[config.mk]
export PLATFORM = sky130hd
export DESIGN_NAME = alu_top_8bit_reg_flat
export DESIGN_NICKNAME = d
export VERILOG_FILES = /design/src/rtl/alu_top_8bit_reg_if.sv /design/src/rtl/alu_top_8bit_reg.sv /design/src/flat_wrapper.sv
export SDC_FILE = /design/constraint.sdc
export NUM_CORES = 1
export LEC_CHECK = 0
export BUFFER_PORTS_ARGS = -buffer_cell sky130_fd_sc_hd__buf_4
export CAP_MARGIN = 20
export CORE_MARGIN = 1
export CORE_UTILIZATION = 30
export CTS_CLUSTER_DIAMETER = 150
export DETAILED_ROUTE_END_ITERATION = 8
export PLACE_DENSITY = 0.44
export SYNTH_ARGS = -nofsm -noshare
export SYNTH_HDL_FRONTEND = slang
export SYNTH_SLANG_ARGS = --single-unit
[constraint.sdc]
create_clock -name clk -period 2.86 [get_ports clk]
set_clock_uncertainty 0.05 [all_clocks]
set_input_delay 0.429 -clock clk [delete_from_list [all_inputs] [get_ports clk]]
set_output_delay 0.429 -clock clk [all_outputs]
set_load 0.03 [all_outputs]
[src/rtl/alu_top_8bit_reg_if.sv]
// Operand/opcode/result bundle for alu_top_8bit_reg.
// Flag signals Z/N/V exist only when ALU_FLAGS_EN is defined.
interface alu_top_8bit_reg_if;
   logic [7:0] A;
   logic [7:0] B;
   logic [2:0] sel;
   logic [7:0] Y;
   logic       Cout;
`ifdef ALU_FLAGS_EN
   logic       Z;
   logic       N;
   logic       V;
`endif

`ifdef ALU_FLAGS_EN
   modport master (output A, B, sel, input Y, Cout, Z, N, V);
   modport slave  (input A, B, sel, output Y, Cout, Z, N, V);
`else
   modport master (output A, B, sel, input Y, Cout);
   modport slave  (input A, B, sel, output Y, Cout);
`endif
endinterface

[src/rtl/alu_top_8bit_reg.sv]
// 8-bit, 8-operation ALU with registered Y/Cout (one-cycle latency).
// Optional registered Z/N/V flags are enabled by defining ALU_FLAGS_EN.
module alu_top_8bit_reg (
   input logic             clk,
   input logic             rst,
   alu_top_8bit_reg_if.slave bus
);
   typedef enum logic [2:0] {
      OP_ADD = 3'b000,
      OP_SUB = 3'b001,
      OP_AND = 3'b010,
      OP_OR  = 3'b011,
      OP_SHL = 3'b100,
      OP_SRA = 3'b101,
      OP_XOR = 3'b110,
      OP_NOT = 3'b111
   } op_e;

   op_e               op;
   logic [2:0]        shamt;
   logic [8:0]        sum;
   logic [8:0]        diff;
   logic [8:0]        shl_ext;
   logic signed [8:0] sra_ext;

   logic [7:0] y_d, y_q;
   logic       cout_d, cout_q;

   // Shifts carry a guard bit so the last bit shifted out lands in a fixed
   // position (bit 8 for SHL, bit 0 for SRA) and is naturally 0 when S=0.
   always_comb begin
      op      = op_e'(bus.sel);
      shamt   = bus.B[2:0];
      sum     = {1'b0, bus.A} + {1'b0, bus.B};
      diff    = {1'b0, bus.A} + {1'b0, ~bus.B} + 9'd1;
      shl_ext = {1'b0, bus.A} << shamt;
      sra_ext = $signed({bus.A, 1'b0}) >>> shamt;

      y_d    = '0;
      cout_d = 1'b0;
      case (op)
         OP_ADD: {cout_d, y_d} = sum;
         OP_SUB: {cout_d, y_d} = diff;
         OP_AND: y_d = bus.A & bus.B;
         OP_OR:  y_d = bus.A | bus.B;
         OP_SHL: {cout_d, y_d} = shl_ext;
         OP_SRA: {y_d, cout_d} = sra_ext;
         OP_XOR: y_d = bus.A ^ bus.B;
         OP_NOT: y_d = ~bus.A;
      endcase
   end

   always_ff @(posedge clk) begin
      if (rst) begin
         y_q    <= '0;
         cout_q <= 1'b0;
      end else begin
         y_q    <= y_d;
         cout_q <= cout_d;
      end
   end

   assign bus.Y    = y_q;
   assign bus.Cout = cout_q;

`ifdef ALU_FLAGS_EN
   logic z_d, z_q;
   logic n_d, n_q;
   logic v_d, v_q;

   always_comb begin
      z_d = (y_d == 8'h00);
      n_d = y_d[7];
      v_d = 1'b0;
      case (op)
         OP_ADD:  v_d = (bus.A[7] == bus.B[7]) && (sum[7] != bus.A[7]);
         OP_SUB:  v_d = (bus.A[7] != bus.B[7]) && (diff[7] != bus.A[7]);
         default: v_d = 1'b0;
      endcase
   end

   always_ff @(posedge clk) begin
      if (rst) begin
         z_q <= 1'b1;
         n_q <= 1'b0;
         v_q <= 1'b0;
      end else begin
         z_q <= z_d;
         n_q <= n_d;
         v_q <= v_d;
      end
   end

   assign bus.Z = z_q;
   assign bus.N = n_q;
   assign bus.V = v_q;
`endif
endmodule

[src/flat_wrapper.sv]
// flat-port wrapper written by rule: the top's interface ports become plain ports
module alu_top_8bit_reg_flat 
  (clk, rst, bus_A, bus_B, bus_sel, bus_Y, bus_Cout);
  alu_top_8bit_reg_if bus_i ();
  input logic clk;
  input logic rst;
  input wire logic [$bits(bus_i.A)-1:0] bus_A;
  input wire logic [$bits(bus_i.B)-1:0] bus_B;
  input wire logic [$bits(bus_i.sel)-1:0] bus_sel;
  output wire logic [$bits(bus_i.Y)-1:0] bus_Y;
  output wire logic [$bits(bus_i.Cout)-1:0] bus_Cout;
  assign bus_i.A = bus_A;
  assign bus_i.B = bus_B;
  assign bus_i.sel = bus_sel;
  assign bus_Y = bus_i.Y;
  assign bus_Cout = bus_i.Cout;
  alu_top_8bit_reg u_core (.clk(clk), .rst(rst), .bus(bus_i));
endmodule
==> key figures, run 1 <==
Status
  – Status: completed

Clocking
  – H-tree depth: 1
  – CTS tree: built
  – # Post-CTS Setup Buffers: 0
  – CTS resizes: 0
  – Post-CTS Hold Buffers: 0
  – # clock sinks: 9
  – CTS max path bufs: 2
  – Root Buffer: clkbuf_8
  – Clock transition at path regs: 0.04 ns
  – TritonCTS Buffers: 3

Placement
  – IO buf count: 29
  – DP Wirelength: 5583 um
  – Placement Cell Area: 2401 um2
  – Routability cong.: 0.8648

Synth
  – Yosys cell types: 59
  – Syn avg cell area: 7.618 um2
  – Syn Inst Count: 283
  – #FFs+latches synth: 9
  – Post-Syn Nets: 332
  – Cell Area, Synth: 2156 um2
  – Synthesis Warnings: 0
  – Top_reg_cell synth: dfxtp_1
  – EDFF count, synth: 0
  – Synth async-reset ratio: 0%
  – Sequential share of the synthesized area: 8.358%

Global routing
  – Largest net degree at the start of global routing: 28
  – Global-route wire length before repair: 11610 um
  – Vias in the first global route: 2106
  – GRT Overall Usage: 20.13%
  – Total gr overflow: 0
  – Initial antenna violation count: 0

STA
  – FMAX: 428.8 MHz
  – Worst Tran Pin Value: 0.6232 ns
  – RSZ-0062 raised after global routing: no
  – Final Cycle Share: 81.54%
  – Max transition margin: 57.38%
  – Pins over their slew limit: 0
  – WHS: 0.4380 ns
  – Final TNS setup: 0 ns
  – Final hold vios: 0
  – Count of final setup violators: 0
  – Minimum clock period: 2.332 ns

Floorplan
  – Core ar.: 6869 um2
  – Die X: 86.77 um
  – Die height: 86.77 um
  – Initial core utilization: 31.38%
  – Io pins: 30
  – Number of core rows: 30
  – Die area: 7529 um2

Finish
  – Final instance area: 2446 um2
  – Fin nets: 348
  – Layout fillers: 748
  – Most common cell after layout, fill and taps aside: buf_4
  – Most frequent cells in the layout: buf_4, ha_1, inv_1, nor2_1, o21ai_0
  – Layout cells sized above 1: 18.12%
  – Area Overhead vs Synth: 13.47%
  – Diode count: 0
  – Seq. cell area: 180.2 um2
  – Area of the multi-input gates: 1745 um2

Setup path
  – CP Class: in -> reg
  – CP Launch Type: input port
  – CP Cell Sequence: buf_4 > inv_2 > ha_1 > o21bai_1 > a21oi_2 > o311a_1 > o311a_1 > nor4_1
  – CP startpoint: bus_B[1]
  – Most used cell, CP: o311a_1
  – Setup crit end kind: register
  – Slowest stage delay, CP: 0.36 ns
  – Worst path required time: 2.93 ns
  – CP arrival: 2.41 ns
  – Slowest stage cell, crit path: ha_1
  – CP max FO: 22

Route
  – Detailed-route via count: 2221
  – Post-DRT Antenna Nets: 0
  – DRC violations left: 0
  – DRT iter0 DRCs: 168
  – Via density: 5.637
  – Routed WL: 7169 um
  – Wire length per cell: 18.20 um
  – Drt first pass iters: 4

Pwr
  – Leakage: 1.051 nW
  – Combinational share of power: 58.9%
  – P_sw: 292.5 uW
  – Pwr dens: 282.5 nW/um2
  – Clk pwr share: 20.5%
  – Sw frac: 42.33%
  – Int Pwr: 398.5 uW
  – Reg power frac: 20.5%
  – Peak VDD IR: 0.1042 mV

Min path
  – Worst Hold Class: in -> reg
  – Hold path startpoint: rst
  – Hold path endpoint: u_core.bus.Cout
  – Hold depth: 2

Job
  – Max cap viols: 0
[cell usage after synthesis, drive strengths merged, types with 4 or more instances]
cell	count	area, um2
a21oi	14	73.82
mux4	8	180.2
buf	15	98.84
xnor2	6	52.55
clkbuf	8	31.28
o21ai	18	90.09
nand3	5	25.02
nor3	18	95.09
mux2i	6	60.06
a221oi	8	70.07
o22ai	5	31.28
ha	26	325.3
nor2	24	90.09
nor2b	6	37.54
a31oi	4	25.02
inv	26	100.1
nand2	14	52.55
a211oi	7	52.55
dfxtp	9	180.2
o211ai	4	30.03
a21o	5	37.54
o31ai	4	30.03
nand2b	4	25.02
[area by class of cell]
class	count	share of cell area (%)
Clock buffer	4	1.841
Multi-Input combinational cell	225	71.36
Inverter	26	4.092
Timing Repair Buffer	34	10.43
Sequential cell	9	7.366
Tap cell	96	4.910
[power groups by stage]
stage	combinational, mW	clock (mW)	sequential (mW)
3_3_place_gp	0.409	0	0.144
3_5_place_dp	0.404	0	0.144
6_report	0.407	0.142	0.142
4_1_cts	0.406	0.146	0.142
5_1_grt	0.445	0.153	0.143
2_1_floorplan	0.259	0	0.169
[per-layer routing]
metal	GRT usage, %	vias up	part of all wire [%]
met5	0	-	0
li1	-	1079	-
met2	32.40	87	45
met4	4.394	0	1.3
met1	29.20	1047	48
met3	1.619	8	5.8
[stage by stage]
stage / std cells / utilization, % / total power, mW / setup WS (ns)
2_1_floorplan: 283 / - / 0.4283 / 0.5901
3_3_place_gp: 390 / 34.95 / 0.5532 / 0.3388
3_5_place_dp: 390 / 34.95 / 0.5482 / 0.2907
4_1_cts: 394 / 35.61 / 0.6933 / 0.5236
5_1_grt: 394 / 35.61 / 0.7415 / 0.3274
6_report: 394 / 35.61 / 0.6909 / 0.5278
[flip-flops by register name, summed over array words and instances (netlist names)]
register,flops
u_core.bus.Y,8
u_core.bus.Cout,1
[worst max path at each step]
| stage | end | slack [ns] | cells past startpoint |
|---|---|---|---|
| finish | u_core.bus.Y[7] | 0.53 | 8 |
| global route | u_core.bus.Y[7] | 0.33 | 8 |
| CTS | u_core.bus.Y[7] | 0.52 | 8 |
| detailed placement | u_core.bus.Y[7] | 0.29 | 8 |
| global placement | u_core.bus.Cout | 0.34 | 8 |
| floorplan | u_core.bus.Cout | 0.59 | 9 |
[cell families (layout without fill, tap and decap cells)]
family / after synthesis / in the layout / share of synthesized area (%)
compound gates: 90 / 90 / 29.37
simple gates: 83 / 83 / 19.09
buf+inv: 49 / 64 / 10.68
fa+ha+maj: 28 / 28 / 16.95
mux: 17 / 17 / 12.71
flops: 9 / 9 / 8.357
xor+xnor: 7 / 7 / 2.844
[critical path, delay by kind of cell]
| kind | cells | cell delay, ns |
|---|---|---|
| buf+inv | 2 | 0.42 |
| compound gates | 4 | 0.91 |
| fa+ha+maj | 1 | 0.36 |
| simple gates | 1 | 0.28 |
Power figures use the tool's default switching activity.
==> inputs of run 2 (changes only) <==
Clock period 2.86 ns to 2.4 ns, I/O delays scaled along.
==> run 2 against run 1 <==
  * Utilization up 2.6 points
  * Total power up 27%
  * Global-route usage up 0.88 points
  * Largest cell class unchanged
  * Largest power group unchanged
==> key figures, run 2 (same netlist as run 1, synthesis figures left out) <==
Clocking
  – H-tree depth: 1 (unchanged)
  – CTS max path bufs: 2 (unchanged)
  – # Post-CTS Setup Buffers: 0 (unchanged)
  – Root Buffer: clkbuf_8
  – # clock sinks: 9 (unchanged)
  – TritonCTS Buffers: 3 (unchanged)
  – CTS tree: built
  – CTS resizes: 0 (unchanged)
  – Clock transition at path regs: 0.04 ns (about the same)
  – Post-CTS Hold Buffers: 0 (unchanged)

Pwr
  – Leakage: 1.162 nW (+11%)
  – Reg power frac: 19.2% (-1.3 points)
  – Combinational share of power: 60.7% (+1.8 points)
  – Int Pwr: 510.1 uW (+28%)
  – Peak VDD IR: 0.1190 mV (+14%)
  – Pwr dens: 335.0 nW/um2 (+19%)
  – P_sw: 368.7 uW (+26%)
  – Sw frac: 41.96% (-0.37 points)
  – Clk pwr share: 20.1% (-0.4 points)

Setup path
  – Setup crit end kind: register
  – CP arrival: 2.27 ns (-0.14 ns)
  – CP Class: in -> reg
  – Worst path required time: 2.53 ns (-0.40 ns)
  – CP max FO: 6 (-73%)
  – CP Launch Type: input port

Route
  – Wire length per cell: 17.76 um (-2.4%)
  – Drt first pass iters: 5 (+1)
  – DRC violations left: 0 (unchanged)
  – Post-DRT Antenna Nets: 0 (unchanged)
  – Routed WL: 7388 um (+3.1%)
  – DRT iter0 DRCs: 226 (+35%)
  – Detailed-route via count: 2318 (+4.4%)
  – Via density: 5.572 (-1.2%)

Finish
  – Layout cells sized above 1: 23.75% (+5.6 points)
  – Final instance count without filler cells: 416 (+5.6%)
  – Diode count: 0 (unchanged)
  – Most frequent cells in the layout: buf_4, ha_1, inv_1, nor2_1, o21ai_0
  – Layout fillers: 736 (-1.6%)
  – Most common cell after layout, fill and taps aside: buf_4
  – Seq. cell area: 180.2 um2 (unchanged)
  – Area Overhead vs Synth: 21.71%
  – Fin nets: 370 (+6.3%)
  – Final Util: 38.20% (+2.6 points)
  – Area of the multi-input gates: 1745 um2 (unchanged)
  – Max reg flops: 8 (unchanged)

Floorplan
  – Number of core rows: 30 (unchanged)
  – Core ar.: 6869 um2 (unchanged)
  – Die X: 86.77 um (unchanged)
  – Die area: 7529 um2 (unchanged)
  – Io pins: 30 (unchanged)
  – Initial core utilization: 31.38% (unchanged)
  – Die height: 86.77 um (unchanged)

STA
  – Max transition margin: 58.28% (+0.90 points)
  – RSZ-0062 raised after global routing: no
  – Final Cycle Share: 88.93%
  – Final hold vios: 0 (unchanged)
  – PnR worst setup slack: 0.2657 ns (-0.2622 ns)
  – Final TNS setup: 0 ns (unchanged)
  – FMAX: 468.5 MHz
  – WHS: 0.3681 ns (-0.06995 ns)
  – Pins over their slew limit: 0 (unchanged)
  – Minimum clock period: 2.134 ns
  – Worst Tran Pin Value: 0.6101 ns (-0.01312 ns)
  – Count of final setup violators: 0 (unchanged)

Placement
  – Pre-CTS WS: 0.01277 ns (-0.2779 ns)
  – Routability cong.: 0.9258 (+7.1%)
  – Dpl cells: 412 (+5.6%)
  – IO buf count: 29 (unchanged)
  – DP Wirelength: 5879 um (+5.3%)

Global routing
  – Global-route wire length before repair: 12140 um (+4.6%)
  – Total gr overflow: 0 (unchanged)
  – Largest net degree at the start of global routing: 27 (-3.6%)
  – Vias in the first global route: 2239 (+6.3%)
  – GRT Overall Usage: 21.01% (+0.88 points)
  – Initial antenna violation count: 0 (unchanged)

Job
  – Max cap viols: 0 (unchanged)

Status
  – Status: completed

Min path
  – Worst Hold Class: in -> reg
==> run 2: changes by cell type in the layout (fill, tap and decap cells not counted) <==
cell	delta
buf_12	+1
buf_4	+21
==> run 2: worst max-delay path: stages <==
cell	delay, ns
buf_4	0.12
inv_1	0.06
ha_1	0.20
fa_1	0.42
o21bai_1	0.31
a21oi_1	0.13
xor2_1	0.14
nand2_1	0.07
a311oi_1	0.29
buf_4	0.16
==> run 2: power by group through the flow <==
stage	registers (mW)	logic (mW)	clock network, mW
finish	0.168	0.534	0.177
global route	0.170	0.581	0.185
CTS	0.169	0.529	0.178
detailed placement	0.171	0.527	0
global placement	0.171	0.530	0
floorplan	0.201	0.309	0
==> run 2: path summary, 6_finish.rpt <==
kind | start | to | slack (ns) | cells past startpoint
min | rst | u_core.bus.Cout | 0.37 | 2
max | bus_A[0] | u_core.bus.Y[4] | 0.27 | 10
==> run 2: metrics by stage <==
step | power [mW] | instance area, um2
final | 0.8789 | 2624
after global routing | 0.9358 | 2624
after CTS | 0.8757 | 2624
after detailed placement | 0.6982 | 2579
after global placement | 0.7016 | 2579
after floorplan | 0.5104 | 2156
==> run 2: layer usage <==
metal / part of all wire (%) / global-route usage [%]
met1: 48 / 28.90
met2: 46 / 35.21
met3: 4.1 / 1.524
met4: 2.3 / 6.061
met5: 0 / 0
==> run 2: area by class of cell <==
| class | count | area share, % |
|---|---|---|
| clock buffer | 4 | 1.717 |
| sequential | 9 | 6.867 |
| multi-input combinational | 225 | 66.52 |
| timing repair buffer | 56 | 16.50 |
| tap | 96 | 4.578 |
| inverter | 26 | 3.815 |
==> inputs of run 3 (changes only) <==
Settings changed: CORE_UTILIZATION 30 to 40, CTS_BUF_LIST from default to sky130_fd_sc_hd__clkbuf_4, PLACE_DENSITY 0.44 to 0.64.
==> run 3 against run 2 <==
  * Worst hold slack lost 0.051 ns
  * Global-route usage grew 3.5 points
  * Non-clock buffer count shrank 8
  * Maximum frequency grew 2.1%
  * Total power shrank 9.7%
  * Critical endpoint is now u_core.bus.Cout
  * Highest routed layer unchanged
==> key figures, run 3 (same netlist as run 1, synthesis figures left out) <==
Clocking
  – CTS max path bufs: 2 (unchanged)
  – TritonCTS Buffers: 3 (unchanged)
  – Clock transition at path regs: 0.07 ns (+0.03 ns)
  – # Post-CTS Setup Buffers: 0 (unchanged)
  – Root Buffer: clkbuf_4
  – H-tree depth: 1 (unchanged)
  – Post-CTS Hold Buffers: 0 (unchanged)
  – CTS resizes: 0 (unchanged)
  – # clock sinks: 9 (unchanged)
  – CTS tree: built

Global routing
  – Total gr overflow: 0 (unchanged)
  – Global-route wire length before repair: 10530 um (-13%)
  – GRT Overall Usage: 24.54% (+3.5 points)
  – Initial antenna violation count: 0 (unchanged)
  – Largest net degree at the start of global routing: 24 (-11%)
  – Vias in the first global route: 2054 (-8.3%)

Floorplan
  – Die X: 75.42 um (-13%)
  – Die area: 5687 um2 (-24%)
  – Die height: 75.42 um (-13%)
  – Core ar.: 5140 um2 (-25%)
  – Initial core utilization: 41.94% (+11 points)
  – Number of core rows: 26 (-13%)
  – Io pins: 30 (unchanged)

Min path
  – Hold depth: 2 (unchanged)
  – Worst Hold Class: in -> reg

STA
  – RSZ-0062 raised after global routing: no
  – Final hold vios: 0 (unchanged)
  – Count of final setup violators: 0 (unchanged)
  – Minimum clock period: 2.090 ns (-0.04388 ns)
  – Final Cycle Share: 87.10% (-1.8 points)
  – Max transition margin: 56.21% (-2.1 points)
  – PnR worst setup slack: 0.3096 ns (+0.04388 ns)
  – Final TNS setup: 0 ns (unchanged)
  – FMAX: 478.4 MHz (+2.1%)
  – Pins over their slew limit: 0 (unchanged)
  – Worst Tran Pin Value: 0.6403 ns (+0.03025 ns)

Placement
  – IO buf count: 29 (unchanged)
  – Dpl cells: 378 (-8.3%)
  – Routability cong.: 0.9255 (about the same)
  – DP Wirelength: 5129 um (-13%)
  – Pre-CTS WS: 0.04824 ns (+0.03547 ns)

Setup path
  – Worst path required time: 2.49 ns (-0.04 ns)
  – CP Launch Type: input port
  – Setup crit end kind: register
  – CP Class: in -> reg
  – CP startpoint: bus_B[0]
  – CP Cell Sequence: buf_4 > ha_1 > fa_1 > a21o_1 > a221oi_1 > o22ai_1 > nor4_1 > a211oi_1
  – CP max FO: 8 (+2)
  – Slowest stage delay, CP: 0.41 ns (about the same)
  – CP arrival: 2.18 ns (-0.09 ns)
  – Slowest stage cell, crit path: fa_1
  – End point of the critical path: u_core.bus.Cout

Finish
  – Area Overhead vs Synth: 16.02%
  – Fin nets: 362 (-2.2%)
  – Most frequent cells in the layout: buf_4, ha_1, inv_1, nor2_1, o21ai_0
  – Most common cell after layout, fill and taps aside: buf_4
  – Layout cells sized above 1: 22.12% (-1.6 points)
  – Final instance count without filler cells: 382 (-8.2%)
  – Diode count: 0 (unchanged)
  – Max reg flops: 8 (unchanged)

Pwr
  – Pwr dens: 317.3 nW/um2 (-5.3%)
  – Leakage: 1.113 nW (-4.2%)
  – Peak VDD IR: 0.2217 mV (+86%)
  – Power consumption: 793.5 uW (-9.7%)

Route
  – Detailed-route via count: 2267 (-2.2%)
  – DRC violations left: 0 (unchanged)
  – DRT iter0 DRCs: 285 (+26%)
  – Routed WL: 6568 um (-11%)
  – Via density: 5.935 (+6.5%)
  – Drt first pass iters: 6 (+1)
  – Post-DRT Antenna Nets: 0 (unchanged)
  – Wire length per cell: 17.19 um (-3.2%)

Job
  – Max cap viols: 0 (unchanged)

Status
  – Status: completed
[run 3: cell count changes in the layout (fill, tap and decap cells not counted), sizes merged]
cell	before	now
clkinv	0	1
buf	56	48
clkbuf	4	3
[run 3: power by group]
group	switching [mW]	leakage, nW	internal [mW]
clock	0.0618	0.0177	0.0617
sequential	0.00398	0.0747	0.164
combinational	0.289	1.02	0.213
[run 3: per-layer routing]
metal | vias to the layer above | track usage, % | share of wire, %
met5 | - | 0 | 0
met4 | 0 | 6.584 | 2.2
met3 | 12 | 0.7937 | 6.5
met2 | 117 | 41.37 | 45
met1 | 1037 | 34.46 | 46
li1 | 1101 | - | -
[run 3: stage by stage]
step	hold WS (ns)	area, um2	utilization, %
after global routing	0.3222	2501	48.66
final	0.3170	2501	48.66
after global placement	0.5895	2474	48.13
after detailed placement	0.5891	2474	48.13
after CTS	0.3128	2501	48.66
after floorplan	0.5625	2156	-
[run 3: worst min-delay path by stage]
stage                     startpoint              end
after floorplan           bus_sel[2]  u_core.bus.Y[3]
after global placement           rst  u_core.bus.Cout
after detailed placement         rst  u_core.bus.Cout
after CTS                        rst  u_core.bus.Y[6]
after global routing             rst  u_core.bus.Y[5]
final                            rst  u_core.bus.Y[6]
[run 3: layout make-up]
type | count | area (um2)
clock buffer | 3 | 22.52
clock inverter | 1 | 5.005
fill | 557 | 2639
sequential | 9 | 180.2
inverter | 26 | 100.1
timing repair buffer | 48 | 360.3
tap | 70 | 87.58
multi-input combinational | 225 | 1745
[run 3: critical path: cells and delay by family]
kind | cells | cell delay, ns
and+or+nand+nor | 1 | 0.19
buffers and inverters | 1 | 0.14
adders and majority gates | 2 | 0.63
AOI/OAI and AO/OA | 4 | 0.86
